**src/rtl/dispense_pkg.sv**
```systemverilog
// Shared definitions for the dispense command link: state codes, FSM encoding, clock rate.
package dispense_pkg;

  localparam int CLK_HZ = 12_000_000;

  // Dispenser state codes carried on the 3-bit code lines.
  localparam logic [2:0] CODE_0   = 3'd0;
  localparam logic [2:0] CODE_1   = 3'd1;
  localparam logic [2:0] CODE_2   = 3'd2;
  localparam logic [2:0] CODE_3   = 3'd3;
  localparam logic [2:0] CODE_4   = 3'd4;
  localparam logic [2:0] CODE_5   = 3'd5;
  localparam logic [2:0] CODE_6   = 3'd6;
  localparam logic [2:0] RESERVED = 3'd7;

  // Handshake sequencer states.
  typedef enum logic [2:0] {
    S_IDLE    = 3'd0,
    S_SETUP   = 3'd1,
    S_ASSERT  = 3'd2,
    S_RELEASE = 3'd3,
    S_RECOVER = 3'd4
  } fsm_state_t;

  // True for the code that must never be put on the link.
  function automatic logic is_reserved(input logic [2:0] code);
    return (code == RESERVED);
  endfunction

endpackage

```
**src/rtl/dispense_cmd_tx_sync_2ff.sv**
```systemverilog
// Two-flop synchronizer for a single asynchronous level; resets to 0.
module sync_2ff (
  input  logic clk,
  input  logic rst_n,
  input  logic d,
  output logic q
);

  logic meta_r;

  // Shift the asynchronous input through two flops to settle metastability.
  always_ff @(posedge clk or negedge rst_n) begin
    if (!rst_n) begin
      meta_r <= 1'b0;
      q      <= 1'b0;
    end else begin
      meta_r <= d;
      q      <= meta_r;
    end
  end

endmodule

```
**src/rtl/dispense_cmd_tx.sv**
```systemverilog
// Initiator for the dispense command link: drives code/amount, strobes candyflag,
// and runs a four-phase handshake against the synchronized acknowledge.
module dispense_cmd_tx
  import dispense_pkg::*;
#(
  parameter int SETUP_CYCLES   = 12,
  parameter int TIMEOUT_CYCLES = 12_000_000
) (
  input  logic       clk_x1,
  input  logic       rstn,
  input  logic       cmd_valid,
  input  logic [2:0] cmd_state,
  input  logic [1:0] cmd_amount,
  output logic       cmd_ready,
  output logic [2:0] teststate,
  output logic [1:0] stateamount,
  output logic       candyflag,
  input  logic       signalrecieved,
  output logic       done,
  output logic       timeout,
  output logic       bad_cmd
);

  localparam int CW = $clog2(TIMEOUT_CYCLES + 1);
  localparam logic [CW-1:0] CNT_ZERO   = {CW{1'b0}};
  localparam logic [CW-1:0] CNT_MAX    = {CW{1'b1}};
  localparam logic [CW-1:0] CNT_ONE    = CW'(1);
  // Compare against N-1 because the counter is cleared on the edge that enters the phase.
  localparam logic [CW-1:0] SETUP_LAST = CW'(SETUP_CYCLES - 1);
  localparam logic [CW-1:0] TMO_LAST   = CW'(TIMEOUT_CYCLES - 1);

  fsm_state_t    state_r, state_nxt;
  logic [CW-1:0] cnt_r, cnt_nxt;
  logic [2:0]    teststate_nxt;
  logic [1:0]    stateamount_nxt;
  logic          candyflag_nxt;
  logic          done_nxt;
  logic          timeout_nxt;
  logic          bad_cmd_nxt;
  logic          ack_s;

  sync_2ff u_ack_sync (
    .clk   (clk_x1),
    .rst_n (rstn),
    .d     (signalrecieved),
    .q     (ack_s)
  );

  // Ready is decoded straight from the state register so a command can land on any IDLE edge.
  assign cmd_ready = (state_r == S_IDLE);

  // Next-state, counter and registered-output decode for the handshake sequencer.
  always_comb begin
    state_nxt       = state_r;
    cnt_nxt         = (cnt_r == CNT_MAX) ? cnt_r : (cnt_r + CNT_ONE);
    teststate_nxt   = teststate;
    stateamount_nxt = stateamount;
    candyflag_nxt   = candyflag;
    done_nxt        = 1'b0;
    timeout_nxt     = 1'b0;
    bad_cmd_nxt     = 1'b0;

    case (state_r)
      S_IDLE: begin
        if (cmd_valid) begin
          if (is_reserved(cmd_state)) begin
            // Reserved code is consumed without touching the bus.
            bad_cmd_nxt = 1'b1;
          end else begin
            teststate_nxt   = cmd_state;
            stateamount_nxt = cmd_amount;
            cnt_nxt         = CNT_ZERO;
            state_nxt       = S_SETUP;
          end
        end else begin
          state_nxt = S_IDLE;
        end
      end
      S_SETUP: begin
        if (cnt_r == SETUP_LAST) begin
          candyflag_nxt = 1'b1;
          cnt_nxt       = CNT_ZERO;
          state_nxt     = S_ASSERT;
        end else begin
          state_nxt = S_SETUP;
        end
      end
      S_ASSERT: begin
        // A stale acknowledge already high here is taken as the acknowledge.
        if (ack_s) begin
          candyflag_nxt = 1'b0;
          cnt_nxt       = CNT_ZERO;
          state_nxt     = S_RELEASE;
        end else if (cnt_r == TMO_LAST) begin
          candyflag_nxt = 1'b0;
          timeout_nxt   = 1'b1;
          state_nxt     = S_RECOVER;
        end else begin
          state_nxt = S_ASSERT;
        end
      end
      S_RELEASE: begin
        if (!ack_s) begin
          done_nxt  = 1'b1;
          state_nxt = S_IDLE;
        end else if (cnt_r == TMO_LAST) begin
          timeout_nxt = 1'b1;
          state_nxt   = S_RECOVER;
        end else begin
          state_nxt = S_RELEASE;
        end
      end
      S_RECOVER: begin
        // No time limit: the link must be quiet before the next command goes out.
        if (!ack_s) begin
          state_nxt = S_IDLE;
        end else begin
          state_nxt = S_RECOVER;
        end
      end
      default: begin
        candyflag_nxt = 1'b0;
        state_nxt     = S_IDLE;
      end
    endcase
  end

  // State, counter and all link/status outputs are registered here.
  always_ff @(posedge clk_x1 or negedge rstn) begin
    if (!rstn) begin
      state_r     <= S_IDLE;
      cnt_r       <= CNT_ZERO;
      teststate   <= 3'd0;
      stateamount <= 2'd0;
      candyflag   <= 1'b0;
      done        <= 1'b0;
      timeout     <= 1'b0;
      bad_cmd     <= 1'b0;
    end else begin
      state_r     <= state_nxt;
      cnt_r       <= cnt_nxt;
      teststate   <= teststate_nxt;
      stateamount <= stateamount_nxt;
      candyflag   <= candyflag_nxt;
      done        <= done_nxt;
      timeout     <= timeout_nxt;
      bad_cmd     <= bad_cmd_nxt;
    end
  end

endmodule

```
**config.mk**
```make
export PLATFORM = sky130hd
export DESIGN_NAME = dispense_cmd_tx
export DESIGN_NICKNAME = d
export VERILOG_FILES = /design/src/rtl/dispense_pkg.sv /design/src/rtl/dispense_cmd_tx_sync_2ff.sv /design/src/rtl/dispense_cmd_tx.sv
export SDC_FILE = /design/constraint.sdc
export NUM_CORES = 1
export LEC_CHECK = 0
export CELL_PAD_IN_SITES_DETAIL_PLACEMENT = 1
export CELL_PAD_IN_SITES_GLOBAL_PLACEMENT = 1
export CORE_MARGIN = 2
export CORE_UTILIZATION = 38
export CTS_CLUSTER_DIAMETER = 80
export DETAILED_ROUTE_END_ITERATION = 16
export GPL_TIMING_DRIVEN = 0
export PLACE_DENSITY = 0.7
export SETUP_SLACK_MARGIN = 0.15
export SLEW_MARGIN = 20
export SYNTH_ARGS = -nofsm -noshare
export SYNTH_HDL_FRONTEND = slang
export SYNTH_SLANG_ARGS = --single-unit
export TNS_END_PERCENT = 100
```
**constraint.sdc**
```tcl
create_clock -name clk_x1 -period 4.29 [get_ports clk_x1]
set_input_delay 0.858 -clock clk_x1 [delete_from_list [all_inputs] [get_ports clk_x1]]
set_output_delay 0.858 -clock clk_x1 [all_outputs]
set_load 0.005 [all_outputs]
```
==> summary.md <==
| Metric | Value |
|---|---|
| XOR/XNOR share of the synthesized area | 6.09% |
| Min-delay src | u_ack_sync.meta_r |
| Worst skew pair latency | 0.29 ns |
| IO Port Bufs | 18 |
| Critical-path top delay cell | or4b_1 |
| R2R cell count | 6 |
| TritonCTS clock tree | yes |
| Nets | 243 |
| Period utilization | 63.9% |
| Synth Instances | 207 |
| Crit path from | cmd_valid |
| Vias/cell | 5.61 |
| Worst-margin pin slew | 0.890 ns |
| Min Clock Period, post-route | 2.74 ns |
| Peak supply drop | 0.000241 V |
| Post-Synth Simple-Gate Area | 30.3% |
| Number of synthesized flops with an enable pin | 0 |
| RSZ-0062 raised after global routing | false |
| Cell family with most CP delay | buffers and inverters |
| Detailed Place HPWL | 3730 µm |
| Adder-cell area share of the yosys netlist | 0.622% |
| Hold-fix buffers at CTS | 0 |
| Reg-to-Reg End | cnt_r[15] |
| First-pass DRT Iterations | 4 |
| Hold WS | 0.365 ns |
| Vias | 1,705 |
| Capture point of the worst path | cnt_r[15] |
| Placed inst area | 2300 µm² |
| Critical Path Fanout Max | 10 |
| Initial antenna violation count | 0 |
| Register bit total from synthesis | 38 |
| Post-route cell area | 2450 µm² |
| Vias in the first global route | 1,742 |
| Final slew viol count | 0 |
| Pwr per Cell Area | 471 nW/µm² |
| Post-CTS setup buffers | 0 |
| Syn_nets | 217 |
| Achievable frequency | 365 MHz |
| Fraction of layout cells with a size suffix above 1 | 11.5% |
| CP Depth | 8 |
| Kind of critical path | in2reg |
| Final WL | 5140 µm |
| Root Driver | clkbuf_8 |
| Die Ht | 76.8 µm |
| CP endpoint kind | flip-flop |
| Clock transition at the registers of the reported paths | 0.08 ns |
| Cell Chain, Critical Path | clkdlybuf4s50_1, or4b_1, nor2b_1, buf_2, a21oi_1, o31ai_1, buf_2, nor2_1 |
| Synth warn | 0 |
| Worst EP arrival | 2.91 ns |
| CTS Sinks | 38 |
| Final Skew | 0.00747 ns |
| Register area share after synthesis | 47.2% |
| TritonCTS Buffers | 5 |
| Post-Syn Area per Cell | 9.73 µm² |
| Largest net degree at the start of global routing | 24 |
| CTS Buffer Depth | 2 |
| Synth Area in Compound Gates | 10.5% |
| Worst path bufs/invs | 3 |
| Min-delay worst type | reg2reg |
| Gpl congestion | 0.806 |
| Lkg Pwr | 0.000982 µW |
| DIE WIDTH | 76.8 µm |
| PostCTS Resize Cnt | 0 |
| Sum of negative setup slack | 0 ns |
| Most frequent CP cell | buf_2 |
| Largest family of logic cells by synthesized area | simple AND/OR/NAND/NOR gates |
| Main flop type after synthesis | dfrtp_1 |
| Synth cell types | 43 |
| Mapped Area | 2010 µm² |
| Mux contribution to synthesized area | 2.67% |
| Core area | 5110 µm² |
| Max-Cap Viols | 0 |
| Final Hold Viols | 0 |
| Gr ovfl total | 0 |
| Fillers | 596 |
| All-layer global routing usage | 19.3% |
| Initial DRC Count | 58 |
| Area Overhead vs Synth | 21.5% |
| Die ar. | 5900 µm² |
| Antenna viol nets, final | 0 |
| Core Rows | 26 |
| First-pass GRT wire length | 9000 µm |
| Data required, critical path | 4.46 ns |
| Status | finished clean |
| Rel. slew slack | 40.2% |
| Worst R2R Setup Slack | 1.74 ns |
| ANT cells | 0 |
| Initial Util | 39.4% |
| Max stage delay on crit path | 0.52 ns |
| Async set-or-reset flop fraction in the synthesized netlist | 100% |
| # DRC | 0 |
| I/O pins | 19 |
| Crit path launch type | primary input |
| H-Tree Depth | 2 |
| Setup-failing EPs final | 0 |
| FF-to-FF Start | cnt_r[0] |
| Routed length per instance | 16.9 µm |
==> cell families (layout without fill, tap and decap cells) <==
kind of cell | Yosys count | in the layout
buffers and inverters | 12 | 39
and+or+nand+nor | 106 | 106
DFF | 38 | 38
muxes | 5 | 5
adders and majority gates | 1 | 1
xor gates and xnor gates | 14 | 14
AOI/OAI and AO/OA | 31 | 31
==> power breakdown <==
part	leakage, µW	switching (µW)	total (µW)	internal (µW)
combinational	0.000412	153	304	151
clock	0.0000714	131	379	248
sequential	0.000498	53.8	470	417
==> worst reg2reg max path, cell delays in order (launching register included) <==
cell      delay [ns]
dfrtp_1         0.41
ha_1            0.25
nor4bb_1        0.35
nand4_1         0.20
o31ai_1         0.75
buf_2           0.38
nor2_1          0.08
==> metrics by stage <==
| stage | utilization (%) | cells | worst slack, ns | power (µW) |
|---|---|---|---|---|
| 4_1_cts | 47.9 | 304 | 1.53 | 1170 |
| 2_1_floorplan | - | 207 | 2.03 | 643 |
| 5_1_grt | 47.9 | 304 | 1.36 | 1220 |
| 3_5_place_dp | 45.1 | 296 | 1.21 | 784 |
| 6_report | 47.9 | 304 | 1.55 | 1150 |
| 3_3_place_gp | 44.7 | 295 | 1.24 | 774 |
==> cells in the final DEF, fill, tap and decap left out, types with 3 or more instances in the layout <==
| cell | n |
|---|---|
| mux2_2 | 3 |
| or3_1 | 3 |
| xor2_1 | 10 |
| o21ai_0 | 9 |
| clkbuf_1 | 5 |
| nor4_1 | 8 |
| and3_1 | 5 |
| nand3_1 | 10 |
| nand2_1 | 11 |
| xnor2_1 | 4 |
| clkbuf_8 | 6 |
| nor2_1 | 30 |
| clkdlybuf4s50_1 | 17 |
| nand4_1 | 12 |
| a21oi_1 | 7 |
| buf_2 | 6 |
| dfrtp_1 | 38 |
| nor3_1 | 7 |
==> flip-flops by register name, indices dropped and copies added, names as in the netlist <==
register and flops:
u_ack_sync.q 1, bad_cmd 1, state_r 3, timeout 1, candyflag 1, done 1
teststate 3, u_ack_sync.meta_r 1, cnt_r 24, stateamount 2
==> how the worst min path moves through the flow <==
stage | endpoint | slack, ns | cells past startpoint
CTS | u_ack_sync.q | 0.37 | 0
global placement | u_ack_sync.q | 0.33 | 0
detailed placement | u_ack_sync.q | 0.35 | 0
global route | u_ack_sync.q | 0.37 | 0
floorplan | u_ack_sync.q | 0.33 | 0
finish | u_ack_sync.q | 0.37 | 0
==> layer usage <==
metal  GRT usage, %  share of wire, %  vias to the layer above
met2           31.9                48                       28
met1           25.9                48                      854
met3           4.24               3.4                        4
li1               -                 -                      819
met4           3.82              0.93                        0
met5              0                 0                        -
==> final cells by class <==
| class | count | area, µm² | area share [%] |
|---|---|---|---|
| well taps | 70 | 87.6 | 3.58 |
| repair buffers | 19 | 203 | 8.29 |
| multi-input cells | 157 | 1010 | 41.3 |
| clock buffers | 6 | 82.6 | 3.38 |
| clock inverters | 2 | 60.1 | 2.46 |
| plain buffers | 10 | 43.8 | 1.79 |
| flip-flops and latches | 38 | 951 | 38.9 |
| inverters | 2 | 7.51 | 0.307 |
==> cell usage after synthesis, types with 3 or more instances <==
cell,count,area (µm²)
nand4_1,12,75.1
o21ai_0,9,45.0
nand2_1,11,41.3
xor2_1,10,87.6
nor4_1,8,50.1
clkbuf_1,5,18.8
nor3_1,7,35.0
or3_1,3,18.8
a21oi_1,7,35.0
nor2_1,30,113
nand3_1,10,50.1
mux2_2,3,33.8
xnor2_1,4,35.0
dfrtp_1,38,951
buf_2,5,25.0
and3_1,5,31.3
No activity file was read; power rests on OpenSTA's default activity.
